<file path="config.mk">
export PLATFORM = sky130hd
export DESIGN_NAME = multicycle_ctrl
export DESIGN_NICKNAME = d
export VERILOG_FILES = /design/src/rtl/multicycle_ctrl.sv
export SDC_FILE = /design/constraint.sdc
export NUM_CORES = 1
export LEC_CHECK = 0
export BUFFER_PORTS_ARGS = -buffer_cell sky130_fd_sc_hd__buf_4
export CAP_MARGIN = 10
export CORE_MARGIN = 1
export CORE_UTILIZATION = 29
export DETAILED_ROUTE_END_ITERATION = 12
export MAX_ROUTING_LAYER = met4
export PLACE_DENSITY = 0.58
export SLEW_MARGIN = 40
export SYNTH_ARGS = -nofsm -noshare
export SYNTH_HDL_FRONTEND = slang
export SYNTH_SLANG_ARGS = --single-unit
</file>
<file path="constraint.sdc">
create_clock -name clk_i -period 1.54 [get_ports clk_i]
set_input_delay 0.154 -clock clk_i [delete_from_list [all_inputs] [get_ports clk_i]]
set_output_delay 0.154 -clock clk_i [all_outputs]
set_load 0.005 [all_outputs]
</file>
<file path="src/rtl/multicycle_ctrl.sv">
// Multi-cycle sequencer for the MIPS-subset CPU: FETCH -> DECODE -> EXEC -> WB/BR,
// with instruction-memory handshake, fetch timeout and sticky error reporting.
module multicycle_ctrl #(
  parameter int unsigned CNT_W         = 16,
  parameter int unsigned FETCH_TIMEOUT = 15
) (
  input  logic             clk_i,
  input  logic             rst_i,
  input  logic             run_i,
  input  logic [5:0]       instr_op_i,
  input  logic             imem_ready_i,
  output logic             imem_req_o,
  output logic             ir_write_o,
  output logic             pc_write_o,
  output logic [2:0]       alu_op_o,
  output logic             alu_src_o,
  output logic             reg_dst_o,
  output logic             reg_write_o,
  output logic             branch_o,
  output logic [2:0]       state_o,
  output logic [1:0]       err_o,
  output logic             halted_o,
  output logic [CNT_W-1:0] instr_cnt_o
);

  localparam logic [2:0] S_IDLE   = 3'd0;
  localparam logic [2:0] S_FETCH  = 3'd1;
  localparam logic [2:0] S_DECODE = 3'd2;
  localparam logic [2:0] S_EXEC   = 3'd3;
  localparam logic [2:0] S_WB     = 3'd4;
  localparam logic [2:0] S_BR     = 3'd5;
  localparam logic [2:0] S_HALT   = 3'd6;

  localparam logic [5:0] OP_RTYPE = 6'b000000;
  localparam logic [5:0] OP_BEQ   = 6'b000100;
  localparam logic [5:0] OP_BNE   = 6'b000101;
  localparam logic [5:0] OP_ADDI  = 6'b001000;
  localparam logic [5:0] OP_SLTIU = 6'b001011;
  localparam logic [5:0] OP_LUI   = 6'b001111;

  localparam logic [1:0] ERR_NONE    = 2'b00;
  localparam logic [1:0] ERR_ILLEGAL = 2'b01;
  localparam logic [1:0] ERR_TIMEOUT = 2'b10;

  // Wait counter only needs to reach FETCH_TIMEOUT; one spare bit holds the incremented value.
  localparam int unsigned   WAIT_W     = (FETCH_TIMEOUT < 2) ? 1 : $clog2(FETCH_TIMEOUT + 1);
  localparam logic [WAIT_W:0] WAIT_LIMIT = (WAIT_W + 1)'(FETCH_TIMEOUT);

  logic [2:0]        state_q, state_d;
  logic [5:0]        op_q, op_d;
  logic [1:0]        err_q, err_d;
  logic [WAIT_W-1:0] wait_q, wait_d;
  logic [CNT_W-1:0]  cnt_q, cnt_d;
  logic [WAIT_W:0]   wait_inc;
  logic              timeout_hit;

  function automatic logic op_supported(input logic [5:0] op);
    case (op)
      OP_RTYPE, OP_BEQ, OP_BNE, OP_ADDI, OP_SLTIU, OP_LUI: return 1'b1;
      default:                                              return 1'b0;
    endcase
  endfunction

  function automatic logic [2:0] alu_op_dec(input logic [5:0] op);
    case (op)
      OP_ADDI:  return 3'b010;
      OP_SLTIU: return 3'b111;
      OP_BEQ:   return 3'b011;
      OP_BNE:   return 3'b100;
      OP_LUI:   return 3'b101;
      default:  return 3'b000;
    endcase
  endfunction

  assign wait_inc    = {1'b0, wait_q} + (WAIT_W + 1)'(1);
  assign timeout_hit = (FETCH_TIMEOUT != 0) && (wait_inc == WAIT_LIMIT);

  // Next-state, op latch, error, wait-counter and retire-counter logic.
  always_comb begin
    state_d = state_q;
    op_d    = op_q;
    err_d   = err_q;
    cnt_d   = cnt_q;
    // Cleared outside FETCH so every entry to FETCH starts counting from zero.
    wait_d  = '0;
    case (state_q)
      S_IDLE: begin
        if (run_i) state_d = S_FETCH;
      end
      S_FETCH: begin
        if (imem_ready_i) begin
          state_d = S_DECODE;
        end else if (timeout_hit) begin
          state_d = S_HALT;
          err_d   = ERR_TIMEOUT;
        end else begin
          wait_d = wait_inc[WAIT_W-1:0];
        end
      end
      S_DECODE: begin
        op_d = instr_op_i;
        if (op_supported(instr_op_i)) begin
          state_d = S_EXEC;
        end else begin
          state_d = S_HALT;
          err_d   = ERR_ILLEGAL;
        end
      end
      S_EXEC: begin
        state_d = (op_q == OP_BEQ || op_q == OP_BNE) ? S_BR : S_WB;
      end
      S_WB, S_BR: begin
        cnt_d   = cnt_q + CNT_W'(1);
        state_d = run_i ? S_FETCH : S_IDLE;
      end
      S_HALT: begin
        state_d = S_HALT;
      end
      default: begin
        state_d = S_IDLE;
      end
    endcase
  end

  // State registers with synchronous reset.
  always_ff @(posedge clk_i) begin
    if (rst_i) begin
      state_q <= S_IDLE;
      op_q    <= '0;
      err_q   <= ERR_NONE;
      wait_q  <= '0;
      cnt_q   <= '0;
    end else begin
      state_q <= state_d;
      op_q    <= op_d;
      err_q   <= err_d;
      wait_q  <= wait_d;
      cnt_q   <= cnt_d;
    end
  end

  // Phase strobes decoded from state and latched op; only ir_write_o sees an input.
  always_comb begin
    imem_req_o  = (state_q == S_FETCH);
    ir_write_o  = (state_q == S_FETCH) && imem_ready_i;
    pc_write_o  = (state_q == S_WB) || (state_q == S_BR);
    reg_write_o = (state_q == S_WB);
    branch_o    = (state_q == S_BR);
    halted_o    = (state_q == S_HALT);
    alu_op_o    = '0;
    alu_src_o   = 1'b0;
    reg_dst_o   = 1'b0;
    if (state_q == S_EXEC || state_q == S_WB || state_q == S_BR) begin
      alu_op_o  = alu_op_dec(op_q);
      alu_src_o = (op_q == OP_ADDI) || (op_q == OP_SLTIU) || (op_q == OP_LUI);
    end
    if (state_q == S_WB) begin
      reg_dst_o = (op_q == OP_RTYPE);
    end
  end

  assign state_o     = state_q;
  assign err_o       = err_q;
  assign instr_cnt_o = cnt_q;

endmodule

</file>
==> qor.yml <==
logic_synthesis:
  yosysTopAreaCell: "dfxtp_1"
  syn_inst: 198
  synth_area_um2: 1570
  synth_seq_area_share_pct: 39.6
  avgSynthCellArea_um2: 7.92
  synth_fp_nets: 211
  ys_warn_count: 0
  ys_types: 37
  synth_seq_cells: 31
  ys_top_cells_by_area: "dfxtp_1 (40%), a21oi_1 (6.7%), nor2_1 (5.7%), o21ai_0 (5.1%), xor2_1 (3.9%)"
  synth_top_area_share_pct: 39.6
layout:
  drive_gt1_share_pct: 46.6
  final_common_cell: "buf_4"
  layout.cells.non_filler: 338
  ff_latch_area_um2: 651
  layout_common_cells: "buf_4 (72), nor2_1 (22), dfxtp_1 (19), a21oi_1 (18), nand2_1 (16)"
  fill_cells: 526
  multi_input_area_um2: 1030
  n_antenna_cell: 0
  nets: 280
  area_growth_pct: 55.7
cts:
  clock_sinks: 31
  cts_buffers: 5
  cts_buffer_depth: 2
  cts_root_buf: "clkbuf_8"
  cts_max_level: 2
  holdBufCountCts: 0
  clk_pin_slew_ns: 0.07
  cts_tree: "built"
  insertion_delay_ns: 0.29
route:
  post_drt_wl_per_cell_um: 12.5
  first_iter_violations: 31
  final_antenna_net_count: 0
  drc: 0
  via_count: 1663
  viasPerCell: 4.92
  firstDrtPassIters: 4
  wl_mm: 4.22
global_routing:
  grt_antenna_before_repair: 0
  track_usage_pct: 15.4
  grt-ovfl-total: 0
  grt_pass1_vias: 1431
  grt_pass1_wl_mm: 6.29
  grt_max_degree: 27
sta:
  finClkSkew_ns: 0.00440
  hold_viol: 0
  slew_violations: 0
  tightestPinTransition_ns: 0.329
  finalSetupViolCount: 0
  fin_crit_ns: 1.52
  max_freq_mhz: 657
  fin_hold_ws_ns: 0.129
  period_share_pct: 98.9
  rsz0062_at_grt: "yes"
  tns_ns: 0
  max_slew_margin_pct: 77.8
floorplanning:
  rows: 26
  coreArea_um2: 5170
  start_util_pct: 30.3
  io_pins: 42
  die-height_um: 75.6
  dieArea_um2: 5710
  die_x_um: 75.6
min_path:
  hold_class: "input port to register"
  hold_path_depth: 3
  hold_start: "instr_op_i[2]"
critical_path:
  critical-path-top-delay-family: "simple AND/OR/NAND/NOR gates"
  critPathMaxStageDelay_ns: 0.45
  critical_path.cell_chain: "nand4_4 -> or3_4 -> or3_2 -> a21oi_1"
  cp_data_required_time_ns: 1.76
  path_buf_inv: 0
  crit_arrival_ns: 1.74
  startpoint_type: "register"
  startpoint: "instr_cnt_o[6]$_SDFFE_PP0P_"
  critPathKind: "register to register"
  critPathCaptureType: "register"
  crit_cells: 4
  reg2reg_from: "instr_cnt_o[6]$_SDFFE_PP0P_"
  crit_path_top_delay_cell: "or3_2"
  crit_fanout: 5
  r2r_cells: 4
power:
  power_leakage_nw: 0.980
  power_density_nw_per_um2: 998
  total_power_mw: 2.44
  ir_drop_mv: 0.584
place:
  hpwl_mm: 2.96
  placedCellCount: 325
  gp_congestion: 0.707
  io_buffers: 41
outcome:
  status: "completed"
run:
  drv_cap: 0
## cells in the mapped netlist, drive strengths merged
| cell | instances |
|---|---|
| dfxtp | 31 |
| nor2 | 24 |
| a21oi | 21 |
| nand2 | 16 |
| o21ai | 16 |
| clkbuf | 10 |
| nand3 | 8 |
| nor3 | 8 |
| xor2 | 7 |
| inv | 6 |
| o31ai | 5 |
| or3 | 5 |
| xnor2 | 5 |
| or4 | 4 |
| ha | 3 |
| nand4 | 3 |
| nor3b | 3 |
| and4b | 2 |
| buf | 2 |
| mux2i | 2 |
| nand2b | 2 |
| nand3b | 2 |
| a211oi | 1 |
| a21bo | 1 |
| a22o | 1 |
| a22oi | 1 |
| and2 | 1 |
| and3 | 1 |
| and4 | 1 |
| nand4b | 1 |
| nor2b | 1 |
| nor4bb | 1 |
| o21bai | 1 |
| or2 | 1 |
| or4b | 1 |
## cell type report
cell class	instances	area share, %
clock buffer	8	4.10
inverter	6	0.922
multi-input combinational	150	42.2
sequential	31	26.6
tap	70	3.59
timing repair buffer	73	22.6
## per-layer routing
layer  global-route usage, %  wire (um)  vias to the layer above
met4                    6.79         68                        0
met2                    24.5       2030                       43
li1                        -          -                      837
met5                       -          0                        -
met1                    18.6       1920                      776
met3                    3.57        202                        7
## state kept, by name (all words and copies together), names as in the netlist
signal and flops:
err_o 2, wait_q 4, instr_cnt_o 16, op_q 6, state_o 3
## worst min-delay path: cells and delay by family
family,cells,cell delay (ns)
AOI/OAI and AO/OA,1,0.05
buffers and inverters,1,0.12
and+or+nand+nor,1,0.05
## stage by stage
step | util, % | setup slack [ns] | instance area, um2
6_report | 47.2 | 0.0175 | 2440
5_1_grt | 47.2 | -0.0283 | 2440
4_1_cts | 44.7 | 0.00635 | 2310
3_5_place_dp | 41.6 | -0.0993 | 2150
3_3_place_gp | 41.6 | -0.0831 | 2150
2_1_floorplan | - | -0.0821 | 1620
## worst paths after layout
check	end	slack (ns)
hold reg to reg	wait_q[0]$_SDFF_PP0_	0.44
hold / removal	op_q[2]$_SDFFE_PP0P_	0.13
setup reg to reg	instr_cnt_o[11]$_SDFFE_PP0P_	0.02
setup / recovery	instr_cnt_o[11]$_SDFFE_PP0P_	0.02
## where the power goes
group | internal, mW | total, mW | switching, mW
registers | 0.878 | 0.969 | 0.0907
clock network | 0.408 | 0.711 | 0.304
logic | 0.396 | 0.758 | 0.362
total | 1.68 | 2.44 | 0.756
## cells by family (layout without fill, tap and decap cells)
logic type                 Yosys count  count (layout)  synth area share, %
adders and majority gates            3               3                 2.39
and+or+nand+nor                     85              86                 28.8
DFF                                 31              31                 39.6
AOI/OAI and AO/OA                   47              47                 16.8
buffers and inverters               18              87                 4.47
xor gates and xnor gates            12              12                 6.70
muxes                                2               2                 1.28
## repair_timing
| item | in CTS | in global routing |
|---|---|---|
| resized for setup | 13 | 33 |
| pin swaps | 5 | 13 |
| buffers inserted | 1 | 3 |
| cloned | 1 | 0 |
| setup endpoints to repair | 15 | 16 |
Power figures use the tool's default switching activity.
